File: src/rtl/serdes_link_scheduler.sv
// Round-robin frame scheduler feeding an 8b/10b encoder: SOF/data/EOF framing with K-code fill.
// Define SCHED_IFG_EN to insert IFG_LEN K28.5 idle symbols after every EOF.
module serdes_link_scheduler #(
  parameter int NUM_REQ   = 4,
  parameter int MAX_BURST = 4,
  parameter int IFG_LEN   = 2
) (
  input  logic                     i_Clk,
  input  logic                     i_Rst_n,
  input  logic [NUM_REQ-1:0]       i_Req,
  input  logic [NUM_REQ*8-1:0]     i_Data,
  input  logic [NUM_REQ-1:0]       i_Last,
  output logic [NUM_REQ-1:0]       o_Ack,
  input  logic                     i_Ser_Ready,
  output logic                     o_Valid,
  output logic [7:0]               o_Byte,
  output logic                     o_K,
  output logic [((NUM_REQ > 1) ? $clog2(NUM_REQ) : 1)-1:0] o_Grant_Id,
  output logic                     o_Busy
);

  localparam int GW = (NUM_REQ > 1) ? $clog2(NUM_REQ) : 1;
  localparam int CW = $clog2(MAX_BURST + 1);

  localparam logic [7:0] K28_5 = 8'hBC;
  localparam logic [7:0] K27_7 = 8'hFB;
  localparam logic [7:0] K29_7 = 8'hFD;

`ifdef SCHED_IFG_EN
  typedef enum logic [2:0] {IDLE, SOF, DATA, EOF, IFG} state_t;
`else
  typedef enum logic [1:0] {IDLE, SOF, DATA, EOF} state_t;
`endif

  state_t          state, state_next;
  logic [GW-1:0]   pointer, pointer_next;
  logic [GW-1:0]   grant, grant_next;
  logic [CW-1:0]   burst_cnt, burst_next;
  logic            busy;
`ifdef SCHED_IFG_EN
  logic [3:0]      ifg_cnt, ifg_next;
`endif

  logic            transfer;
  logic            sel_req;
  logic            sel_last;
  logic [7:0]      sel_byte;
  logic            rr_found;
  logic [GW-1:0]   rr_pick;
  logic [GW-1:0]   cand [NUM_REQ];

  // Valid is simply "out of reset" so the very first edge after release can transfer.
  assign o_Valid    = i_Rst_n;
  assign transfer   = o_Valid & i_Ser_Ready;
  assign o_Grant_Id = grant;
  assign o_Busy     = busy;

  always_comb begin
    sel_req  = 1'b0;
    sel_last = 1'b0;
    sel_byte = 8'h00;
    for (int i = 0; i < NUM_REQ; i++) begin
      if (grant == GW'(i)) begin
        sel_req  = i_Req[i];
        sel_last = i_Last[i];
        sel_byte = i_Data[8*i +: 8];
      end
    end
  end

  // Candidate order starts at the pointer and wraps; first requesting candidate wins.
  always_comb begin
    rr_found = 1'b0;
    rr_pick  = '0;
    for (int i = 0; i < NUM_REQ; i++) begin
      cand[i] = GW'((int'(pointer) + i) % NUM_REQ);
    end
    for (int i = 0; i < NUM_REQ; i++) begin
      if (!rr_found && i_Req[cand[i]]) begin
        rr_found = 1'b1;
        rr_pick  = cand[i];
      end
    end
  end

  always_comb begin
    state_next   = state;
    pointer_next = pointer;
    grant_next   = grant;
    burst_next   = burst_cnt;
    o_Byte       = K28_5;
    o_K          = 1'b1;
    o_Ack        = '0;
`ifdef SCHED_IFG_EN
    ifg_next     = ifg_cnt;
`endif
    case (state)
      IDLE: begin
        if (transfer && rr_found) begin
          grant_next = rr_pick;
          state_next = SOF;
        end
      end
      SOF: begin
        o_Byte = K27_7;
        if (transfer) state_next = DATA;
      end
      DATA: begin
        if (sel_req) begin
          o_Byte = sel_byte;
          o_K    = 1'b0;
          if (transfer) begin
            o_Ack      = NUM_REQ'(1) << grant;
            burst_next = burst_cnt + 1'b1;
            if (sel_last || (burst_cnt == CW'(MAX_BURST - 1))) state_next = EOF;
          end
        end
      end
      EOF: begin
        o_Byte = K29_7;
        if (transfer) begin
          pointer_next = (grant == GW'(NUM_REQ - 1)) ? '0 : grant + 1'b1;
          burst_next   = '0;
`ifdef SCHED_IFG_EN
          ifg_next     = '0;
          state_next   = IFG;
`else
          state_next   = IDLE;
`endif
        end
      end
`ifdef SCHED_IFG_EN
      IFG: begin
        if (transfer) begin
          if (ifg_cnt == 4'(IFG_LEN - 1)) state_next = IDLE;
          else ifg_next = ifg_cnt + 1'b1;
        end
      end
`endif
      default: state_next = IDLE;
    endcase
  end

  always_ff @(posedge i_Clk or negedge i_Rst_n) begin
    if (!i_Rst_n) begin
      state     <= IDLE;
      pointer   <= '0;
      grant     <= '0;
      burst_cnt <= '0;
      busy      <= 1'b0;
`ifdef SCHED_IFG_EN
      ifg_cnt   <= '0;
`endif
    end else begin
      state     <= state_next;
      pointer   <= pointer_next;
      grant     <= grant_next;
      burst_cnt <= burst_next;
      busy      <= (state_next == SOF) || (state_next == DATA) || (state_next == EOF);
`ifdef SCHED_IFG_EN
      ifg_cnt   <= ifg_next;
`endif
    end
  end

endmodule

File: config.mk
export PLATFORM = sky130hd
export DESIGN_NAME = serdes_link_scheduler
export DESIGN_NICKNAME = d
export VERILOG_FILES = /design/src/rtl/serdes_link_scheduler.sv
export SDC_FILE = /design/constraint.sdc
export NUM_CORES = 1
export LEC_CHECK = 0
export CAP_MARGIN = 40
export CORE_MARGIN = 4
export CORE_UTILIZATION = 35
export DETAILED_ROUTE_END_ITERATION = 7
export PLACE_DENSITY = 0.81
export REMOVE_ABC_BUFFERS = 1
export SLEW_MARGIN = 20
export SYNTH_ARGS = -nofsm -noshare
export SYNTH_HDL_FRONTEND = slang
export SYNTH_SLANG_ARGS = --single-unit
File: constraint.sdc
create_clock -name i_Clk -period 2.5 [get_ports i_Clk]
set_input_delay 0.375 -clock i_Clk [delete_from_list [all_inputs] [get_ports i_Clk]]
set_output_delay 0.375 -clock i_Clk [all_outputs]
set_load 0.02 [all_outputs]
Word-level counts from Yosys, hierarchy flattened
Cells that the tools add are included.
{"block": "totals", "register_bits": 10, "inputBits": 43, "out_inout_bits": 17, "wordCells": 92}
{"block": "classes", "n_addsub": 5, "n_lt_le_gt_ge": 4, "eq_ne": 13, "n_shift": 1, "mux": 47, "bitwise": 1, "n_reduce_logical": 16}
{"operator": "8-bit two-way mux", "n": 5}
{"operator": "8-bit case mux with 3 select lines", "n": 1}
{"operator": "2-bit two-way mux", "n": 11}
{"operator": "1-bit two-way mux", "n": 18}
{"operator": "2-bit == test, second input constant", "n": 6}
{"operator": "2-bit by 3-bit less-than comparator with 1-bit output, second input constant", "n": 4}
{"operator": "4-bit two-way mux", "n": 3}
{"operator": "3-bit two-way mux", "n": 3}
{"operator": "1-bit binary-select mux with 2-bit select", "n": 4}
{"operator": "2-bit case mux with 4 select lines", "n": 1}
{"operator": "2-bit by 1-bit == test with 1-bit output, second input constant", "n": 3}
{"operator": "2-bit inequality test, second input constant", "n": 3}
{"operator": "3-bit case mux with 2 select lines", "n": 1}
{"operator": "2-bit by 1-bit adder with 2-bit output, second input constant", "n": 2}
{"operator": "2-bit adder, second input constant", "n": 2}
{"operator": "1-bit logical AND", "n": 4}
{"operator": "2-bit zero test", "n": 2}
{"operator": "2-bit AND reduction", "n": 2}
{"operator": "4-bit AND reduction", "n": 1}
{"operator": "1-bit by 2-bit left shift with 4-bit output, first input constant", "n": 1}
{"operator": "3-bit by 1-bit adder with 3-bit output, second input constant", "n": 1}
{"operator": "3-bit by 2-bit == test with 1-bit output, second input constant", "n": 1}
{"operator": "1-bit zero test", "n": 3}
{"operator": "1-bit logical OR", "n": 3}
{"operator": "2 further kinds", "n": 2}

Depth between registers and ports, before layout
{"block": "depth", "word_depth": 18, "mapped_depth": 8, "ltp_nobuf": 7}

Worst setup path after synthesis
OpenSTA, ideal clock, no wires.
{"block": "synth_timing", "path_kind": "flip-flop to output port", "startpoint": "reg grant[1] (netlist: o_Grant_Id[1])", "endpoint": "out o_Byte[1]", "t_arrival_ns": 2.125, "required_ns": 2.125, "setup_slack_ns": 0.000, "path_stages_with_launch": 8, "n_path_buf": 0, "cell_sequence": "dfrtp_1 > inv_1 > ha_1 > nand3b_1 > a211o_1 > nor3b_4 > inv_2 > o21bai_1"}
{"block": "synth_between", "elab_chain_len": 7, "word_cells_on_any_way": 14, "cone_classes": "eq/ne (3); mux (10); reduce/logical (1)"}
{"element": "start, declared", "line_no": "37", "text": "logic [GW-1:0] grant, grant_next;"}
{"element": "start signal, assigned", "line_no": "157", "text": "grant <= grant_next;"}
{"element": "2-bit zero test", "line_no": "63", "text": "if (grant == GW'(i)) begin"}
{"element": "8-bit two-way mux / 1-bit two-way mux (equally long branches) (4 in a row)", "line_no": "63"}
{"element": "8-bit two-way mux *", "line_no": "109", "text": "if (sel_req) begin"}
{"element": "8-bit case mux with 3 select lines *", "line_no": "97", "text": "case (state)"}
{"element": "end, declared", "line_no": "16", "text": "output logic [7:0] o_Byte,"}
Mark *: on every way between the ends. The rest lies on a longest branch, timed or not.

Worst setup path after layout
{"block": "layout_timing", "startpoint": "reg grant[1] (netlist: o_Grant_Id[1])", "endpoint": "out o_Byte[5]"}
Same word-level chain as after synthesis.

==> flow_metrics.env <==
export IMPL_status="finished, violations left"
export IMPL_violations="setup timing"
export IMPL_synth_area_per_cell_um2=7.96
export IMPL_required_ns=2.12
export IMPL_synthFlopType="dfrtp_1"
export IMPL_hold_viol=0
export IMPL_fillerInstances=204
export IMPL_start_kind="register"
export IMPL_post_route_period_util_pct=102
export IMPL_tns_ns=-0.232
export IMPL_setup_ws_ns=-0.0587
export IMPL_clock_path_buffers=2
export IMPL_cp_max_fo=4
export IMPL_p_per_area_nw_per_um2=1100
export IMPL_layout_drive_gt1_share_pct=30.6
export IMPL_grt_first_pass_wirelength_um=5830
export IMPL_die_area_um2=3790
export IMPL_core_um2=2760
export IMPL_p_leak_nw=0.814
export IMPL_via_per_inst=5.70
export IMPL_wl_per_cell_um=17.1
export IMPL_finish_utilization_pct=69.6
export IMPL_grt_pass1_vias=1278
export IMPL_grt_total_usage_pct=20.8
export IMPL_power_total_mw=2.12
export IMPL_hold_class="input port to async pin"
export IMPL_initial_core_util_pct=36.4
export IMPL_async_flop_share_pct=100
export IMPL_ios=60
export IMPL_peakVddDrop_mv=0.834
export IMPL_power_switching_mw=0.977
export IMPL_antenna_found_initial=0
export IMPL_gp_congestion=0.865
export IMPL_routed_wl_um=4060
export IMPL_die_w_um=61.5
export IMPL_intPower_mw=1.14
export IMPL_max_slew_worst_pin_slew_ns=0.366
export IMPL_yosysSeqAreaShare_pct=24.9
export IMPL_slew_headroom_pct=75.6
export IMPL_synth_area_leader_cell="dfrtp_1"
export IMPL_ys_warn_count=0
export IMPL_grt_max_degree=20
export IMPL_final_min_clock_period_ns=2.56
export IMPL_hold_buffers=0
export IMPL_final_common_cell="clkdlybuf4s50_1"
export IMPL_area_delta_synth_final_pct=91.1
export IMPL_fp_dieH_um=61.5
export IMPL_synth_distinct_cells=34
export IMPL_critical_path_arrival_ns=2.18
export IMPL_port_buffer_count=59
export IMPL_switching_share_pct=46.1
export IMPL_synth_area_um2=1000
export IMPL_htreeDepth=1
export IMPL_final_cell_mix="clkdlybuf4s50_1, buf_4, buf_6"
export IMPL_clock_latency_ns=0.26
export IMPL_post_route_drc_count=0
export IMPL_fp_row_count=19
export IMPL_slew_violations=0
export IMPL_dr_first_iter_drc_count=57
export IMPL_skew_ns=0.00130
export IMPL_drt_first_pass_iters=4
export IMPL_rsz0062_at_grt="true"
export IMPL_power_frac_clock_pct=5.1
export IMPL_finish_net_count=257
export IMPL_cp_end_kind="primary output"
export IMPL_drtAntennaViolNets=0
export IMPL_path_clk_slew_ns=0.06
export IMPL_numCtsBuffers=3
export IMPL_dp_hpwl_um=3070
export IMPL_netlist_area_leader_share_pct=24.9
export IMPL_timing_worst_setup_path_type="register to primary output"
export IMPL_fmax_mhz=391
export IMPL_synth_edf_count=0
export IMPL_grt_ovfl_total=0
export IMPL_cts_sinks=10
export IMPL_p_seq_share_pct=14.8
export IMPL_pre_cts_ws_ns=-0.287
export IMPL_tritoncts="done"
export IMPL_antenna_cells=0
export IMPL_synth_area_leaders="dfrtp_1, ha_1, a21oi_1"
export IMPL_postSynthCellCount=126
export IMPL_hold_ws_ns=0.457
export IMPL_pwr_share_comb_pct=80.1
export IMPL_root_buffer="clkbuf_4"
export IMPL_vias=1350
export IMPL_maxCapViolCount=0
export IMPL_setup_violations=10
export IMPL_ys_ff_latch=10
==> power by group through the flow <==
stage	Sequential (mW)	Clock, mW	Combinational (mW)
after floorplan	0.346	0	0.761
after global placement	0.301	0	1.41
after detailed placement	0.307	0	1.47
after CTS	0.309	0.113	1.53
after global routing	0.327	0.121	1.83
final	0.314	0.109	1.70
==> what timing repair did <==
| item | 4_1_cts | 5_1_grt |
|---|---|---|
| cloned | 0 | 0 |
| buffers inserted | 4 | 1 |
| gates resized for setup | 67 | 32 |
| endpoints found under the setup margin | 13 | 13 |
| pin swaps | 3 | 7 |
==> worst max-delay path: stages, from the launching register on <==
cell	delay, ns
dfrtp_1	0.40
inv_2	0.09
ha_4	0.18
nand3b_1	0.16
a211o_1	0.37
nor3b_4	0.24
inv_2	0.08
a211o_1	0.25
buf_6	0.14
==> cells in the mapped netlist (2+ instances only) <==
cell type	instances
a221oi_1	5
a21oi_1	12
o31ai_1	4
clkbuf_1	7
dfrtp_1	10
o21ai_0	6
ha_1	6
a221o_1	4
a22oi_1	4
a31o_2	2
nor2b_1	9
mux2i_1	2
and3_1	4
nor3b_1	2
a211o_1	4
nand3_1	2
inv_1	11
nor3_1	2
nand2_1	12
nor4_1	4
==> final timing paths <==
kind | startpoint | endpoint | slack [ns] | depth (start not counted)
min reg2reg | burst_cnt[1] | burst_cnt[1] | 0.54 | 1
max reg2reg | o_Grant_Id[1] | burst_cnt[2] | 0.43 | 7
min in group i_Clk | burst_cnt[1] | burst_cnt[1] | 0.54 | 1
min | i_Rst_n | o_Grant_Id[1] | 0.46 | 2
max in group asynchronous | i_Rst_n | o_Grant_Id[0] | 1.88 | 2
max | o_Grant_Id[1] | o_Byte[5] | -0.06 | 8
==> registers in the layout, summed over array words and instances (netlist names) <==
signal and cells:
pointer 2, burst_cnt 3, o_Busy 1, o_Grant_Id 2
state 2
==> cell type report <==
cell class / count / area [um2] / share of cell area (%)
multi-input cells: 96 / 758 / 39.5
repair buffers: 85 / 800 / 41.7
flip-flops and latches: 10 / 251 / 13.1
inverters: 12 / 47.5 / 2.48
clock buffers: 3 / 22.5 / 1.17
well taps: 31 / 38.8 / 2.02
==> per-stage QoR <==
stage,area [um2],instances
after global routing,1920,237
after detailed placement,1760,229
final,1920,237
after global placement,1760,229
after CTS,1810,236
after floorplan,970,118
==> logic make-up after synthesis <==
group | share of synthesized area, %
XOR/XNOR | 0.873
adder cells (fa/ha/maj) | 7.48
multiplexers | 3.12
AO/OA/AOI/OAI | 32.5
flip-flops | 24.9
buffers and inverters | 7.86
AND/OR/NAND/NOR | 23.2
==> metal layers <==
layer | vias up | GRT usage, % | wire, um
met1 | 652 | 23.4 | 1430
met3 | 14 | 4.82 | 198
met4 | 0 | 6.06 | 125
met5 | - | 0 | 0
li1 | 631 | - | -
met2 | 53 | 38.4 | 2310
Power figures use the tool's default switching activity.
